`config.mk`:
```
export PLATFORM = sky130hd
export DESIGN_NAME = ooo_rel_buf
export DESIGN_NICKNAME = d
export VERILOG_FILES = /design/src/rtl/ooo_rel_buf_pkg.sv /design/src/rtl/ooo_rel_buf_pri_enc.sv /design/src/rtl/ooo_rel_buf.sv
export SDC_FILE = /design/constraint.sdc
export NUM_CORES = 1
export LEC_CHECK = 0
export BUFFER_PORTS_ARGS = -buffer_cell sky130_fd_sc_hd__buf_2
export CORE_UTILIZATION = 55
export DETAILED_ROUTE_END_ITERATION = 12
export HOLD_SLACK_MARGIN = 0.05
export PLACE_DENSITY = 0.79
export SLEW_MARGIN = 0
export SYNTH_ARGS = -nofsm -noshare
export SYNTH_HDL_FRONTEND = slang
export SYNTH_SLANG_ARGS = --single-unit
```
`constraint.sdc`:
```
create_clock -name clk -period 2.1 [get_ports clk]
set_input_delay 0.105 -clock clk [delete_from_list [all_inputs] [get_ports clk]]
set_output_delay 0.105 -clock clk [all_outputs]
set_load 0.005 [all_outputs]
```
`src/rtl/ooo_rel_buf_pkg.sv`:
```
// ooo_rel_buf_pkg: shared entry and release-classification types for the out-of-order release buffer.
// Contents:
//   MAX_DWIDTH   widest payload an entry can hold; instances use the low DWIDTH bits
//   entry_t      one buffer slot: occupied flag, released flag, payload
//   rel_kind_t   outcome of a release request against one entry
//   classify_rel maps (request, occupied, released) onto rel_kind_t
package ooo_rel_buf_pkg;

    localparam int MAX_DWIDTH = 32;

    typedef logic [MAX_DWIDTH-1:0] data_t;

    typedef struct packed {
        logic  occupied;
        logic  released;
        data_t data;
    } entry_t;

    typedef enum logic [1:0] {
        REL_NONE,
        REL_SET,
        REL_DUP,
        REL_ILLEGAL
    } rel_kind_t;

    // An unoccupied target is illegal; a repeated release is harmless.
    function automatic rel_kind_t classify_rel(input logic valid, input logic occupied,
                                               input logic released);
        return !valid ? REL_NONE : !occupied ? REL_ILLEGAL : released ? REL_DUP : REL_SET;
    endfunction

endpackage

```
`src/rtl/ooo_rel_buf_pri_enc.sv`:
```
// ooo_rel_buf_pri_enc: lowest-set-bit encoder with an any-set flag.
// Ports:
//   req  in   N  request vector
//   idx  out  W  index of the lowest set bit (0 when none set)
//   any  out  1  at least one bit of req is set
module ooo_rel_buf_pri_enc #(
    parameter int N = 4,
    parameter int W = $clog2(N)
) (
    input  logic [N-1:0] req,
    output logic [W-1:0] idx,
    output logic         any
);

    // Scanning downward lets the lowest set bit win.
    always_comb begin
        idx = '0;
        any = 1'b0;
        for (int i = N - 1; i >= 0; i--) begin
            if (req[i]) begin
                idx = W'(i);
                any = 1'b1;
            end
        end
    end

endmodule

```
`src/rtl/ooo_rel_buf.sv`:
```
// ooo_rel_buf: buffer whose entries are allocated in order but drained only after an explicit release.
// Ports:
//   clk, rstn             clock, asynchronous active-low reset
//   in_valid/in_ready     push handshake, in_data stored into entry in_idx
//   rel_valid, rel_idx    mark an occupied entry as releasable
//   out_valid/out_ready   pop handshake for the lowest released entry out_idx / out_data
//   count                 number of occupied entries
//   err                   sticky: a release hit an unoccupied entry
module ooo_rel_buf
    import ooo_rel_buf_pkg::*;
#(
    parameter int DWIDTH = 4,
    parameter int DEPTH  = 4,
    parameter int IW     = $clog2(DEPTH)
) (
    input  logic              clk,
    input  logic              rstn,
    input  logic              in_valid,
    output logic              in_ready,
    input  logic [DWIDTH-1:0] in_data,
    output logic [IW-1:0]     in_idx,
    input  logic              rel_valid,
    input  logic [IW-1:0]     rel_idx,
    output logic              out_valid,
    input  logic              out_ready,
    output logic [DWIDTH-1:0] out_data,
    output logic [IW-1:0]     out_idx,
    output logic [IW:0]       count,
    output logic              err
);

    entry_t           ent [DEPTH];
    logic [DEPTH-1:0] occ_vec;
    logic [DEPTH-1:0] elig_vec;
    logic             push;
    logic             pop;
    logic             err_q;
    rel_kind_t        rel_kind;

    always_comb begin
        occ_vec  = '0;
        elig_vec = '0;
        count    = '0;
        for (int i = 0; i < DEPTH; i++) begin
            occ_vec[i]  = ent[i].occupied;
            elig_vec[i] = ent[i].occupied & ent[i].released;
            count       = count + (IW+1)'(ent[i].occupied);
        end
    end

    ooo_rel_buf_pri_enc #(.N(DEPTH), .W(IW)) u_free_enc (
        .req (~occ_vec),
        .idx (in_idx),
        .any (in_ready)
    );

    ooo_rel_buf_pri_enc #(.N(DEPTH), .W(IW)) u_out_enc (
        .req (elig_vec),
        .idx (out_idx),
        .any (out_valid)
    );

    assign out_data = out_valid ? ent[out_idx].data[DWIDTH-1:0] : '0;
    assign push     = in_valid & in_ready;
    assign pop      = out_valid & out_ready;
    assign err      = err_q;

    // Looked up on registered state, so a same-cycle push target still reads as unoccupied.
    assign rel_kind = classify_rel(rel_valid, ent[rel_idx].occupied, ent[rel_idx].released);

    // Push only targets free entries and pop only released ones, so the three
    // operations never compete for the same entry except release-vs-pop, where
    // the release is necessarily a repeat and the pop wins.
    always_ff @(posedge clk or negedge rstn) begin
        if (!rstn) begin
            for (int i = 0; i < DEPTH; i++) ent[i] <= '0;
            err_q <= 1'b0;
        end else begin
            if (rel_kind == REL_ILLEGAL) err_q <= 1'b1;
            for (int i = 0; i < DEPTH; i++) begin
                if (push && in_idx == IW'(i)) begin
                    ent[i].occupied <= 1'b1;
                    ent[i].released <= 1'b0;
                    ent[i].data     <= MAX_DWIDTH'(in_data);
                end else if (pop && out_idx == IW'(i)) begin
                    ent[i].occupied <= 1'b0;
                    ent[i].released <= 1'b0;
                end else if (rel_kind == REL_SET && rel_idx == IW'(i)) begin
                    ent[i].released <= 1'b1;
                end
            end
        end
    end

endmodule

```
==> results.cfg <==
[global_route]
grt_max_degree = 26
grt_pass1_vias = 1065
gr-usage-all-layers_pct = 24.4
grt_pass1_wl_um = 4820
grt_overflow = 0
antenna_found_initial = 0

[routing]
dr.pass1.iters = 4
wire_per_inst_um = 16.9
drt_iter0_drc = 29
ant_nets = 0
drc = 0
routed_wl_um = 3120
vias_per_cell = 6.06
vias = 1122

[synth]
syn_inst = 128
synth-simple-area-share_pct = 16.8
synthesis.area_mm2 = 0.00142
synth_xor_area_share_pct = 0
synthAdderAreaFrac_pct = 5.82
synth_compound_area_share_pct = 14.8
synthArstFlopShare_pct = 100
synth_top_area_share_pct = 44.1
synthFlopType = dfrtp_1
avgSynthCellArea_um2 = 11.1
synth_fp_nets = 145
synth_area_leader_cell = dfrtp_1
yosysWarnings = 0
ys_types = 37
synth_area_leaders = dfrtp_1 44%, mux2_2 9.5%, ha_1 4.4%
synth-seq-cells = 25
synth_top_family_by_area = simple AND/OR/NAND/NOR gates
synthMuxAreaShare_pct = 13.8
synth_edf_count = 0
seq_area_frac_synth_pct = 44.1

[sta]
grt_setup_unrepaired = false
min_period_ps = 2020
tightest_slew_ps = 555
max_clock_freq_ghz = 0.496
max_slew_margin_pct = 63.0
fin_crit_sh_pct = 96.1
worst_clock_skew_ps = 18.0
final.setup.tns_ps = 0
setup_viol = 0
whs_ps = 59.4
slew_violations = 0
finalHoldViolations = 0

[clock_network]
clk_latency_ps = 320
clk_pin_slew_ps = 140
cts_root_buf = clkbuf_4
cts_tree = done
ctsHtreeMaxLevel = 1
clock-sinks = 25
cts_inserted_buffers = 3
clock_path_buffers = 2

[placed_design]
io_buffer_count = 24
place_inst = 178
dp_hpwl_um = 2360
gp_congestion = 0.853

[run]
maxCapViolCount = 0

[die]
row_count = 18
design.core.area_mm2 = 0.00245
initial_core_util_pct = 57.8
num_io_pins = 25
fp.dieW_um = 52.8
design.die.area_mm2 = 0.00279
die_h_um = 52.8

[worst_setup_path]
worst-path-max-fanout = 5
cp.buffers_inverters = 3
cp.arrival_ps = 1910
slowest_stage = fa_1
path_class = register to output port
start_kind = register
cp_top_family = adder cells
cp_cell_sequence = inv_1, fa_1, inv_1, ha_1, ha_1, buf_2
end_kind = output port
cp.required_ps = 2000
critPathMaxStageDelay_ps = 460

[pwr]
p_switching_uw = 947
seq_power_share_pct = 36.2
power.density_mw_per_mm2 = 1500
swShare_pct = 39.3
power_leakage_nw = 0.745
p_int_mw = 1.46
ir_drop_uv = 898
clkPwrFrac_pct = 8.8
combPwrFrac_pct = 55.1

[layout]
n_antenna_cell = 0
fin_nets = 173
drive_gt1_share_pct = 36.1
final_cells = 185
area_growth_pct = 13.1

[worst_hold_path]
hold_path.class = input pin to register

[run_status]
status = finished clean
power groups by stage:
stage | clock (mW) | sequential [mW] | combinational, mW
floorplan | 0 | 0.819 | 0.923
global placement | 0 | 0.882 | 1.20
detailed placement | 0 | 0.897 | 1.27
CTS | 0.216 | 0.866 | 1.33
global route | 0.230 | 0.898 | 1.44
finish | 0.211 | 0.870 | 1.32
synthesized netlist by cell type, types with 2 or more instances:
cell type,n
dfrtp_1,25
nand2_1,15
mux2_2,12
inv_1,7
nand3_1,7
a21oi_1,5
a31oi_1,5
ha_1,5
o31ai_1,5
mux2_4,4
nand3b_1,4
and2_1,3
a21bo_2,2
a21o_1,2
buf_2,2
buf_6,2
clkbuf_1,2
nor3_1,2
placed cells by master (no fill, tap or decap), types with 2 or more instances in the layout:
cell type	Yosys	routed
ha_1	5	5
a21oi_1	5	5
buf_4	0	4
nor3_1	2	2
buf_2	2	24
nand2_1	15	15
dfrtp_1	25	24
and2_1	3	3
a31oi_1	5	5
nand3b_1	4	4
a21o_1	2	2
mux2_4	4	4
mux2_2	12	12
o31ai_1	5	5
a21bo_2	2	2
clkbuf_4	0	3
inv_1	7	7
nand3_1	7	7
area by class of cell:
class | count | area [um2]
fillers | 211 | 851
multi-input cells | 90 | 727
flip-flops and latches | 25 | 627
repair buffers | 29 | 160
well taps | 30 | 37.5
clock buffers | 4 | 26.3
inverters | 7 | 26.3
metrics by stage:
step	setup slack (ps)	area [um2]	total power, mW	utilization [%]
2_1_floorplan	281	1420	1.74	-
3_3_place_gp	318	1550	2.08	63.2
3_5_place_dp	240	1550	2.17	63.2
4_1_cts	58.2	1600	2.41	65.3
5_1_grt	1.65	1600	2.57	65.3
6_report	82.5	1600	2.41	65.3
final timing paths:
kind | startpoint | to | slack, ps | cells after the start
worst max-delay path | ent[135] | count[1] | 80 | 6
worst min-delay path | in_data[0] | ent[34] | 60 | 2
worst max register to register | ent[67] | ent[36] | 140 | 5
worst min register to register | err | err | 480 | 1
max in group asynchronous | rstn | ent[67] | 1420 | 2
min in group asynchronous | rstn | ent[32] | 290 | 2
registers in the layout, indices dropped and copies added, names as in the netlist:
register and cells:
ent 24, err 1
cells by family (layout without fill, tap and decap cells):
logic type	Yosys count	after routing
AND/OR/NAND/NOR	41	41
AO/OA/AOI/OAI	27	27
flip-flops	25	25
multiplexers	16	16
buffers and inverters	13	40
adder cells (fa/ha/maj)	6	6
layer usage:
metal	part of all wire [%]	track usage, %	vias up
met5	0	0	-
met4	1.5	9.21	0
met3	4.0	3.77	8
met2	52	42.2	41
met1	43	30.4	555
li1	-	-	518
timing repair:
| action | CTS | global route |
|---|---|---|
| buffers inserted | 2 | 0 |
| endpoints found under the setup margin | 1 | 0 |
| hold buffers | 1 | 0 |
| gates resized for setup | 1 | 0 |
| hold endpoints to repair | 25 | 0 |
Note: power is estimated with default switching activity, not from simulation.
